==> config.mk <==
export PLATFORM = sky130hd
export DESIGN_NAME = fg_prog_sequencer
export DESIGN_NICKNAME = d
export VERILOG_FILES = /design/src/rtl/fg_prog_pkg.sv /design/src/rtl/fg_prog_timer.sv /design/src/rtl/fg_prog_sequencer.sv
export SDC_FILE = /design/constraint.sdc
export NUM_CORES = 1
export LEC_CHECK = 0
export CORE_MARGIN = 3
export CORE_UTILIZATION = 47
export DETAILED_ROUTE_END_ITERATION = 10
export GPL_TIMING_DRIVEN = 1
export PLACE_DENSITY_LB_ADDON = 0.2
export SYNTH_ARGS = -nofsm -noshare
export SYNTH_HDL_FRONTEND = slang
export SYNTH_SLANG_ARGS = --single-unit
==> constraint.sdc <==
create_clock -name clk -period 2 [get_ports clk]
set_clock_uncertainty 0.15 [all_clocks]
set_input_delay 0.3 -clock clk [delete_from_list [all_inputs] [get_ports clk]]
set_output_delay 0.3 -clock clk [all_outputs]
set_load 0.005 [all_outputs]
==> src/rtl/fg_prog_pkg.sv <==
// ============================================================================
// Package  : fg_prog_pkg
// Brief    : Shared types and island geometry for the floating-gate
//            programming sequencer.
// Revision : 1.0 - initial release
// ============================================================================
`timescale 1ns/1ps
`default_nettype none

package fg_prog_pkg;

    // Command opcodes as presented on cmd_op
    typedef enum logic [1:0] {
        OP_NOP  = 2'd0,
        OP_INJ  = 2'd1,
        OP_READ = 2'd2,
        OP_RUN  = 2'd3
    } op_e;

    // Response status codes as presented on rsp_status
    typedef enum logic [1:0] {
        ST_OK        = 2'd0,
        ST_ERR_RANGE = 2'd1,
        ST_ERR_ARG   = 2'd2,
        ST_ABORTED   = 2'd3
    } status_e;

    // Sequencer control states
    typedef enum logic [2:0] {
        S_IDLE  = 3'd0,
        S_SETUP = 3'd1,
        S_PULSE = 3'd2,
        S_HOLD  = 3'd3,
        S_RESP  = 3'd4
    } state_e;

    // Physical array size of each island (rows = vertical decode,
    // columns = horizontal decode)
    localparam int unsigned NUM_ISLANDS = 2;
    localparam int unsigned ROW_LIMIT [NUM_ISLANDS] = '{5, 12};
    localparam int unsigned COL_LIMIT [NUM_ISLANDS] = '{26, 19};

    // True when the island exists and row/col address a real device in it
    function automatic logic in_range(input int unsigned island,
                                      input int unsigned row,
                                      input int unsigned col);
        logic ok;
        ok = 1'b0;
        for (int unsigned i = 0; i < NUM_ISLANDS; i++) begin
            if (island == i) begin
                ok = (row < ROW_LIMIT[i]) && (col < COL_LIMIT[i]);
            end
        end
        return ok;
    endfunction

endpackage

`default_nettype wire

==> src/rtl/fg_prog_timer.sv <==
// ============================================================================
// Module   : fg_prog_timer
// Brief    : Loadable down-counter that stops at zero; shared by the
//            setup, pulse and hold phases of the sequencer.
// Revision : 1.0 - initial release
// ============================================================================
`timescale 1ns/1ps
`default_nettype none

module fg_prog_timer #(
    parameter int WIDTH = 16
) (
    input  logic             clk,
    input  logic             rst,
    input  logic             i_load,
    input  logic [WIDTH-1:0] i_load_val,
    output logic             o_zero
);

    logic [WIDTH-1:0] r_count;

    // Load takes priority; otherwise count down and park at zero (no wrap)
    always_ff @(posedge clk) begin
        if (rst) begin
            r_count <= '0;
        end else if (i_load) begin
            r_count <= i_load_val;
        end else if (r_count != '0) begin
            r_count <= r_count - 1'b1;
        end
    end

    assign o_zero = (r_count == '0);

endmodule

`default_nettype wire

==> src/rtl/fg_prog_sequencer.sv <==
// ============================================================================
// Module   : fg_prog_sequencer
// Brief    : Single-command floating-gate programming sequencer driving the
//            island decoders, drain select, draincutoff switches and the
//            injection pulse, returning a status response per command.
// Revision : 1.0 - initial release
// ============================================================================
`timescale 1ns/1ps
`default_nettype none

module fg_prog_sequencer
    import fg_prog_pkg::*;
#(
    parameter int ISLAND_BITS  = 1,
    parameter int ROW_BITS     = 6,
    parameter int COL_BITS     = 6,
    parameter int PULSE_W      = 16,
    parameter int SETUP_CYCLES = 8,
    parameter int HOLD_CYCLES  = 4
) (
    input  logic                   clk,
    input  logic                   rst,
    input  logic                   cmd_valid,
    output logic                   cmd_ready,
    input  logic [1:0]             cmd_op,
    input  logic [ISLAND_BITS-1:0] cmd_island,
    input  logic [ROW_BITS-1:0]    cmd_row,
    input  logic [COL_BITS-1:0]    cmd_col,
    input  logic [PULSE_W-1:0]     cmd_pulse,
    output logic                   rsp_valid,
    input  logic                   rsp_ready,
    output logic [1:0]             rsp_status,
    input  logic                   abort,
    output logic [ISLAND_BITS-1:0] island_sel,
    output logic [ROW_BITS-1:0]    vdec_addr,
    output logic [COL_BITS-1:0]    hdec_addr,
    output logic                   dec_en,
    output logic                   drain_sel_en,
    output logic                   prog_sw_en,
    output logic                   run_mode,
    output logic                   vinj_pulse,
    output logic                   busy
);

    // The one counter must hold the largest of the three phase lengths
    localparam int c_setup_w = $clog2(SETUP_CYCLES + 1);
    localparam int c_hold_w  = $clog2(HOLD_CYCLES + 1);
    localparam int c_sh_w    = (c_setup_w > c_hold_w) ? c_setup_w : c_hold_w;
    localparam int c_cnt_w   = (PULSE_W > c_sh_w) ? PULSE_W : c_sh_w;

    // Phases last N cycles, so the counter is loaded with N-1
    localparam logic [c_cnt_w-1:0] c_one        = c_cnt_w'(1);
    localparam logic [c_cnt_w-1:0] c_setup_load = c_cnt_w'(SETUP_CYCLES - 1);
    localparam logic [c_cnt_w-1:0] c_hold_load  = c_cnt_w'(HOLD_CYCLES - 1);

    state_e               r_state;
    state_e               w_next;
    op_e                  r_op;
    status_e              r_status;
    logic [PULSE_W-1:0]   r_pulse;

    logic                 w_accept;
    op_e                  w_op;
    logic                 w_is_prog;
    logic                 w_range_ok;
    logic                 w_arg_ok;
    logic                 w_start;
    logic                 w_load;
    logic [c_cnt_w-1:0]   w_load_val;
    logic                 w_zero;

    assign w_accept   = cmd_valid && (r_state == S_IDLE);
    assign w_op       = op_e'(cmd_op);
    assign w_is_prog  = (w_op == OP_INJ) || (w_op == OP_READ);
    assign w_range_ok = in_range(32'(cmd_island), 32'(cmd_row), 32'(cmd_col));
    assign w_arg_ok   = !w_is_prog || (cmd_pulse != '0);
    // A command that actually sequences outputs (not NOP, not rejected)
    assign w_start    = w_range_ok && w_arg_ok && (w_op != OP_NOP);

    fg_prog_timer #(
        .WIDTH (c_cnt_w)
    ) u_timer (
        .clk        (clk),
        .rst        (rst),
        .i_load     (w_load),
        .i_load_val (w_load_val),
        .o_zero     (w_zero)
    );

    // State register
    always_ff @(posedge clk) begin
        if (rst) begin
            r_state <= S_IDLE;
        end else begin
            r_state <= w_next;
        end
    end

    // Next-state and phase-timer loading
    always_comb begin
        w_next     = r_state;
        w_load     = 1'b0;
        w_load_val = '0;
        case (r_state)
            S_IDLE: begin
                if (w_accept) begin
                    if (w_start) begin
                        w_next     = S_SETUP;
                        w_load     = 1'b1;
                        w_load_val = c_setup_load;
                    end else begin
                        w_next = S_RESP;
                    end
                end
            end
            S_SETUP: begin
                if (abort) begin
                    w_next     = S_HOLD;
                    w_load     = 1'b1;
                    w_load_val = c_hold_load;
                end else if (w_zero) begin
                    if (r_op == OP_RUN) begin
                        w_next = S_RESP;
                    end else begin
                        w_next     = S_PULSE;
                        w_load     = 1'b1;
                        w_load_val = c_cnt_w'(r_pulse) - c_one;
                    end
                end
            end
            S_PULSE: begin
                if (abort || w_zero) begin
                    w_next     = S_HOLD;
                    w_load     = 1'b1;
                    w_load_val = c_hold_load;
                end
            end
            S_HOLD: begin
                if (w_zero) begin
                    w_next = S_RESP;
                end
            end
            S_RESP: begin
                if (rsp_ready) begin
                    w_next = S_IDLE;
                end
            end
            default: w_next = S_IDLE;
        endcase
    end

    // Command capture and response status; abort during an active phase
    // overrides the eventual status
    always_ff @(posedge clk) begin
        if (rst) begin
            r_op     <= OP_NOP;
            r_status <= ST_OK;
            r_pulse  <= '0;
        end else if (w_accept) begin
            r_op    <= w_op;
            r_pulse <= cmd_pulse;
            if (!w_range_ok) begin
                r_status <= ST_ERR_RANGE;
            end else if (!w_arg_ok) begin
                r_status <= ST_ERR_ARG;
            end else begin
                r_status <= ST_OK;
            end
        end else if (abort && ((r_state == S_SETUP) || (r_state == S_PULSE) ||
                               (r_state == S_HOLD))) begin
            r_status <= ST_ABORTED;
        end
    end

    // Sticky island controls: addresses hold until the next program command,
    // program/run mode holds until explicitly changed
    always_ff @(posedge clk) begin
        if (rst) begin
            island_sel <= '0;
            vdec_addr  <= '0;
            hdec_addr  <= '0;
            run_mode   <= 1'b1;
            prog_sw_en <= 1'b0;
        end else if (w_accept && w_start) begin
            if (w_is_prog) begin
                island_sel <= cmd_island;
                vdec_addr  <= cmd_row;
                hdec_addr  <= cmd_col;
                run_mode   <= 1'b0;
                prog_sw_en <= 1'b1;
            end else begin
                run_mode   <= 1'b1;
                prog_sw_en <= 1'b0;
            end
        end
    end

    // Phase-derived outputs come straight from the registered state
    assign cmd_ready    = (r_state == S_IDLE);
    assign busy         = (r_state != S_IDLE);
    assign rsp_valid    = (r_state == S_RESP);
    assign rsp_status   = r_status;
    assign dec_en       = ((r_state == S_SETUP) || (r_state == S_PULSE) ||
                           (r_state == S_HOLD)) && (r_op != OP_RUN);
    assign drain_sel_en = (r_state == S_PULSE);
    assign vinj_pulse   = (r_state == S_PULSE) && (r_op == OP_INJ);

endmodule

`default_nettype wire
Word level (Yosys, flattened, before mapping):

Index checks and enable logic that the tools add are counted.

* bits in registers: 54
* input port bits: 36
* output and inout port bits: 23
* logic and storage cells: 87

* $add $sub $neg: 2
* magnitude comparators: 4
* eq/ne operators: 14
* multiplexer cells: 32
* reductions and logical operators: 25

Operators with widths (number)
* 16-bit two-way mux: 5
* 16-bit case mux with 3 select lines: 1
* 16-bit nonzero test: 2
* 16-bit by 1-bit subtractor with 16-bit output (second input constant): 2
* 3-bit two-way mux: 10
* 16-bit zero test: 1
* 3-bit case mux with 5 select lines: 1
* 6-bit by 5-bit < comparator with 1-bit output (second input constant): 2
* 2-bit two-way mux: 5
* 1-bit logical AND: 9
* 1-bit two-way mux: 9
* 3-bit by 2-bit equality test with 1-bit output (second input constant): 2
* 6-bit by 3-bit < comparator with 1-bit output (second input constant): 1
* 6-bit by 4-bit < comparator with 1-bit output (second input constant): 1
* 2-bit by 1-bit != test with 1-bit output (second input constant): 3
* 2-bit nonzero test: 3
* 1-bit logical OR: 5
* 5-bit AND reduction: 1
* 2-bit by 1-bit equality test with 1-bit output (second input constant): 2
* 2-bit equality test (second input constant): 2
* 2-bit != test (second input constant): 2
* 3-bit by 1-bit equality test with 1-bit output (second input constant): 1
* 3-bit equality test (second input constant): 1
* 3-bit zero test: 1
* other kinds (5): 5

Depth between registers and ports, before layout:

* depth in word-level cells: 10
* gate-level depth with buffers: 9
* depth with buffers taken out: 7

Cells and area by module:

Synthesis repeated with hierarchy kept, for this count alone.

* cells, all modules: 401
* area total of the unflattened synthesis: 3181.8 um2

By module, submodules not included
* fg_prog_sequencer: times used 1, cells each 285, area each 2217.1 um2, seq. area each 760.7 um2
* fg_prog_timer: times used 1, cells each 116, area each 964.7 um2, seq. area each 320.3 um2

Least setup slack after synthesis:

Ideal clock, no wire load.

* kind: input to register
* start: input cmd_op[0]
* end: register u_timer.r_count[2]
* library setup time: 0.135 ns
* data arrival time: 1.805 ns
* required time: 1.715 ns
* path slack: -0.090 ns
* stages: 7
* path through: inv_1 -> ha_1 -> nor4b_1 -> nand4_1 -> o21a_1 -> a2111oi_4 -> nor4bb_1

* cells in the longest elaborated chain, start to end: 10

Ends and longest elaborated chain
* start: declaration: line fg_prog_sequencer.sv:25 `input logic [1:0] cmd_op,`
* 2-bit by 1-bit equality test with 1-bit output / 2-bit equality test (equally long branches): line fg_prog_sequencer.sv:74 `assign w_is_prog = (w_op == OP_INJ) || (w_op == OP_READ);`
* 1-bit logical OR *: line fg_prog_sequencer.sv:74
* named net w_is_prog: line fg_prog_sequencer.sv:64 `logic w_is_prog;`
* 1-bit zero test *: line fg_prog_sequencer.sv:76 `assign w_arg_ok = !w_is_prog || (cmd_pulse != '0);`
* 1-bit logical OR *: line fg_prog_sequencer.sv:76
* 1-bit logical AND * (2 in series): line fg_prog_sequencer.sv:78 `assign w_start = w_range_ok && w_arg_ok && (w_op != OP_NOP);`
* 3-bit two-way mux / 1-bit two-way mux (equally long branches): line fg_prog_sequencer.sv:107 `if (w_start) begin`
* 3-bit two-way mux / 1-bit two-way mux (equally long branches): line fg_prog_sequencer.sv:106 `if (w_accept) begin`
* 16-bit case mux with 3 select lines / 1-bit case mux with 3 select lines (equally long branches): line fg_prog_sequencer.sv:104 `case (r_state)`
* 16-bit two-way mux / 2-bit nonzero test (equally long branches)
* end signal: assignment: line fg_prog_timer.sv:27 `r_count <= i_load_val;`
* end signal: assignment: line fg_prog_timer.sv:29 `r_count <= r_count - 1'b1;`
* end: declaration: line fg_prog_timer.sv:20 `logic [WIDTH-1:0] r_count;`

Mark *: on every way through the listed nets, which the timed path passes. The rest lies on a longest branch.
A chain may end at the register's enable or synchronous reset.

Final worst setup path:

* start: register r_state[2]
* end: output busy

* cells in the longest elaborated chain, start to end: 1

Ends and longest elaborated chain
* start: declaration: line fg_prog_sequencer.sv:56 `state_e r_state;`
* start signal: assignment: line fg_prog_sequencer.sv:95 `r_state <= w_next;`
* 3-bit nonzero test: line fg_prog_sequencer.sv:200 `assign busy = (r_state != S_IDLE);`
* end: declaration: line fg_prog_sequencer.sv:42 `output logic busy`

No other way between the ends.

==> out/results.txt <==
Peak supply drop: 846 uV
Mapped Avg Cell Area: 8.36 um2
Status: finished clean
Antenna Cells: 0
DRC errors left: 0
Detail Placement HPWL: 6500 um
Synth Area in Compound Gates: 23.2%
Crit path kind: reg2out
Setup WS pre-CTS: -0.525 ns
Post-synth top flop: dfxtp_1
Post-Synth XOR/XNOR Area: 7.68%
Post-synth cell types: 64
DIE HEIGHT: 85.4 um
Setup crit end kind: primary output
Worst skew pair latency: 0.31 ns
Global routing usage on met2: 39.3%
Row count: 28
Total placed cells including tap cells: 533
Largest family of logic cells by synthesized area: simple AND/OR/NAND/NOR gates
First-pass GRT wire length: 14400 um
Drt total wl: 9060 um
1st-iter DRT viols: 127
Synth Warn #: 0
Hold Path Class: in2reg
Startpoint Class: flip-flop
Largest net degree at the start of global routing: 31
Met3 GRT Util: 3.79%
Number of global-route vias before repair: 2984
Final nets: 519
Share of post-route cells with drive strength above 1: 28.7%
CTS tree: built
Adder-cell share of the synthesized area: 2.02%
WL/cell: 16.3 um
H-tree depth: 2
RR Startpoint: u_timer.r_count[0]
Synthesized net count: 395
Arr. time, crit path: 1.51 ns
All-Layer GR Usage: 24.2%
Post-synth EDFFs: 0
Worst slew pin tran: 0.392 ns
R2r endpoint: u_timer.r_count[14]
Fraction of the mapped netlist area in simple logic gates: 25.6%
Yosys top cell area share: 36.4%
Initial antenna violation count: 0
Vias: 3140
Hold Vio Cnt, Final: 0
Leakage: 1.92 nW
Initial Util: 49.2%
Vias per cell: 5.66
Non-filler cells, final: 555
Synth area leader: dfxtp_1
RSZ-0062 raised after global routing: yes
Worst EP required: 1.55 ns
Final Critical Period: 1.96 ns
Mux cell area share after synthesis: 0.337%
Final Power: 4.17 mW
Area of the core: 6030 um2
Area grow syn2layout: 53.3%
Root Driver: clkbuf_8
CTS clock-pin slew for the worst setup and hold paths: 0.09 ns
GPL Wtd Cong: 0.880
R2r setup slk: 0.06 ns
Pwr per Cell Area: 917 nW/um2
Max cap viols: 0
Clock Path Buffers: 2
Post-Synthesis Cells: 355
DRT antenna net count: 0
Die ar.: 7300 um2
Async set or reset register ratio after synthesis: 0%
Seq/Total Area, Yosys: 36.4%
Number of iterations in the first detailed-routing pass: 4
Fin crit share: 97.9%
Reg2reg path depth: 9
Largest cells by area after synthesis: dfxtp_1, nand2_1, a21oi_1
Slew margin rel.: 73.7%
PortBufs: 58
Cts hold-fix bufs: 0
TritonCTS buffer count: 5
Endpoints failing setup: 0
CTS sink count: 54
Fmax achieved: 0.511 GHz
Hold endpoint: r_op[0]
Fin. max-slew vios: 0
Die width: 85.4 um
Seq cells post-synth: 54
Ports: 59
Final Worst Setup Slack: 0.0414 ns
Met1 global-route usage: 32.9%
Crit path max fanout: 6
Min-delay src: cmd_op[0]
Hold path cells: 3
Fillers: 450
Mapped Area: 2970 um2
Global route overflow: 0
GRT Max-Usage Layer: met2
synth_stat cells (3+ instances only):
| cell type | count |
|---|---|
| a21oi_1 | 35 |
| and2_1 | 3 |
| and3_1 | 6 |
| buf_2 | 3 |
| clkbuf_1 | 12 |
| dfxtp_1 | 54 |
| ha_1 | 4 |
| inv_1 | 12 |
| nand2_1 | 52 |
| nand3_1 | 5 |
| nand4_1 | 13 |
| nor2_1 | 15 |
| nor3_1 | 11 |
| nor3b_1 | 4 |
| nor4_1 | 6 |
| nor4b_1 | 3 |
| o211ai_1 | 6 |
| o21ai_0 | 19 |
| o22ai_1 | 10 |
| xnor2_1 | 14 |
| xor2_1 | 12 |
state kept, by name (all words and copies together), names as in the netlist:
name and flops:
rsp_status 2, hdec_addr 6, r_pulse 16, r_op 2, vdec_addr 6, u_timer.r_count 16
r_state 3, island_sel 1, run_mode 1, prog_sw_en 1
how the worst max path moves through the flow:
stage,end,slack [ns],from,depth (start not counted)
after CTS,u_timer.r_count[14],-0.02,cmd_col[2],8
final,busy,0.04,r_state[2],4
after detailed placement,u_timer.r_count[5],-0.52,cmd_op[1],10
after global routing,u_timer.r_count[0],-0.05,abort,7
after global placement,u_timer.r_count[10],-0.45,cmd_op[0],10
after floorplan,u_timer.r_count[6],0.03,u_timer.r_count[0],9
report_power, final:
| part | switching [mW] | internal [mW] |
|---|---|---|
| sequential | 0.158 | 1.21 |
| combinational | 1.01 | 1.14 |
| clock | 0.362 | 0.287 |
timing repair:
action | CTS | global route
buffers inserted | 4 | 9
gates cloned | 0 | 1
gates resized for setup | 29 | 64
setup endpoints to repair | 40 | 38
pin swaps | 7 | 28
worst max-delay path, cell delays in order, from the launching register on:
cell and delay (ns):
dfxtp_4 0.38, nor3_4 0.22, buf_6 0.14, inv_1 0.04, clkdlybuf4s50_1 0.43
final cells by class:
type                    instances  area (um2)  share of cell area, %
well taps                      75        93.8                   2.06
clock inverters                 1        8.76                  0.193
clock buffers                   7        86.3                   1.90
multi-input cells             271        2000                   44.1
inverters                      13        48.8                   1.07
repair buffers                134        1210                   26.7
flip-flops and latches         54        1090                   24.0
cells in the final DEF, fill, tap and decap left out, drive strengths merged, types with 5 or more instances in the layout:
cell           count
clkdlybuf4s50     36
nand4             14
nor2              15
o21ai             23
xor2              12
nand3              5
clkbuf             9
dfxtp             54
xnor2             14
and3               6
a21oi             35
nor4               9
inv               13
o22ai             11
nand2             53
nor3              13
o211ai             9
buf               76
dlymetal6s2s      17
layer usage:
layer	wire (um)	vias up
met5	0	-
met4	171	0
met3	382	17
met2	4300	99
met1	4200	1477
li1	-	1547
kinds of logic after synthesis:
family                   after synthesis
buffers and inverters                 31
multiplexers                           1
adder cells (fa/ha/maj)                5
AND/OR/NAND/NOR                      138
flip-flops                            54
XOR/XNOR                              26
AO/OA/AOI/OAI                        100
stage by stage:
step | util [%] | area [um2] | setup TNS (ns) | hold WS (ns)
2_1_floorplan | - | 2980 | 0 | 0.226
3_3_place_gp | 67.0 | 4040 | -13.82 | 0.311
3_5_place_dp | 67.0 | 4040 | -15.14 | 0.319
4_1_cts | 70.5 | 4250 | -0.0478 | 0.236
5_1_grt | 75.5 | 4550 | -0.0865 | 0.116
6_report | 75.5 | 4550 | 0 | 0.0880
(Power assumes the default switching activity.)
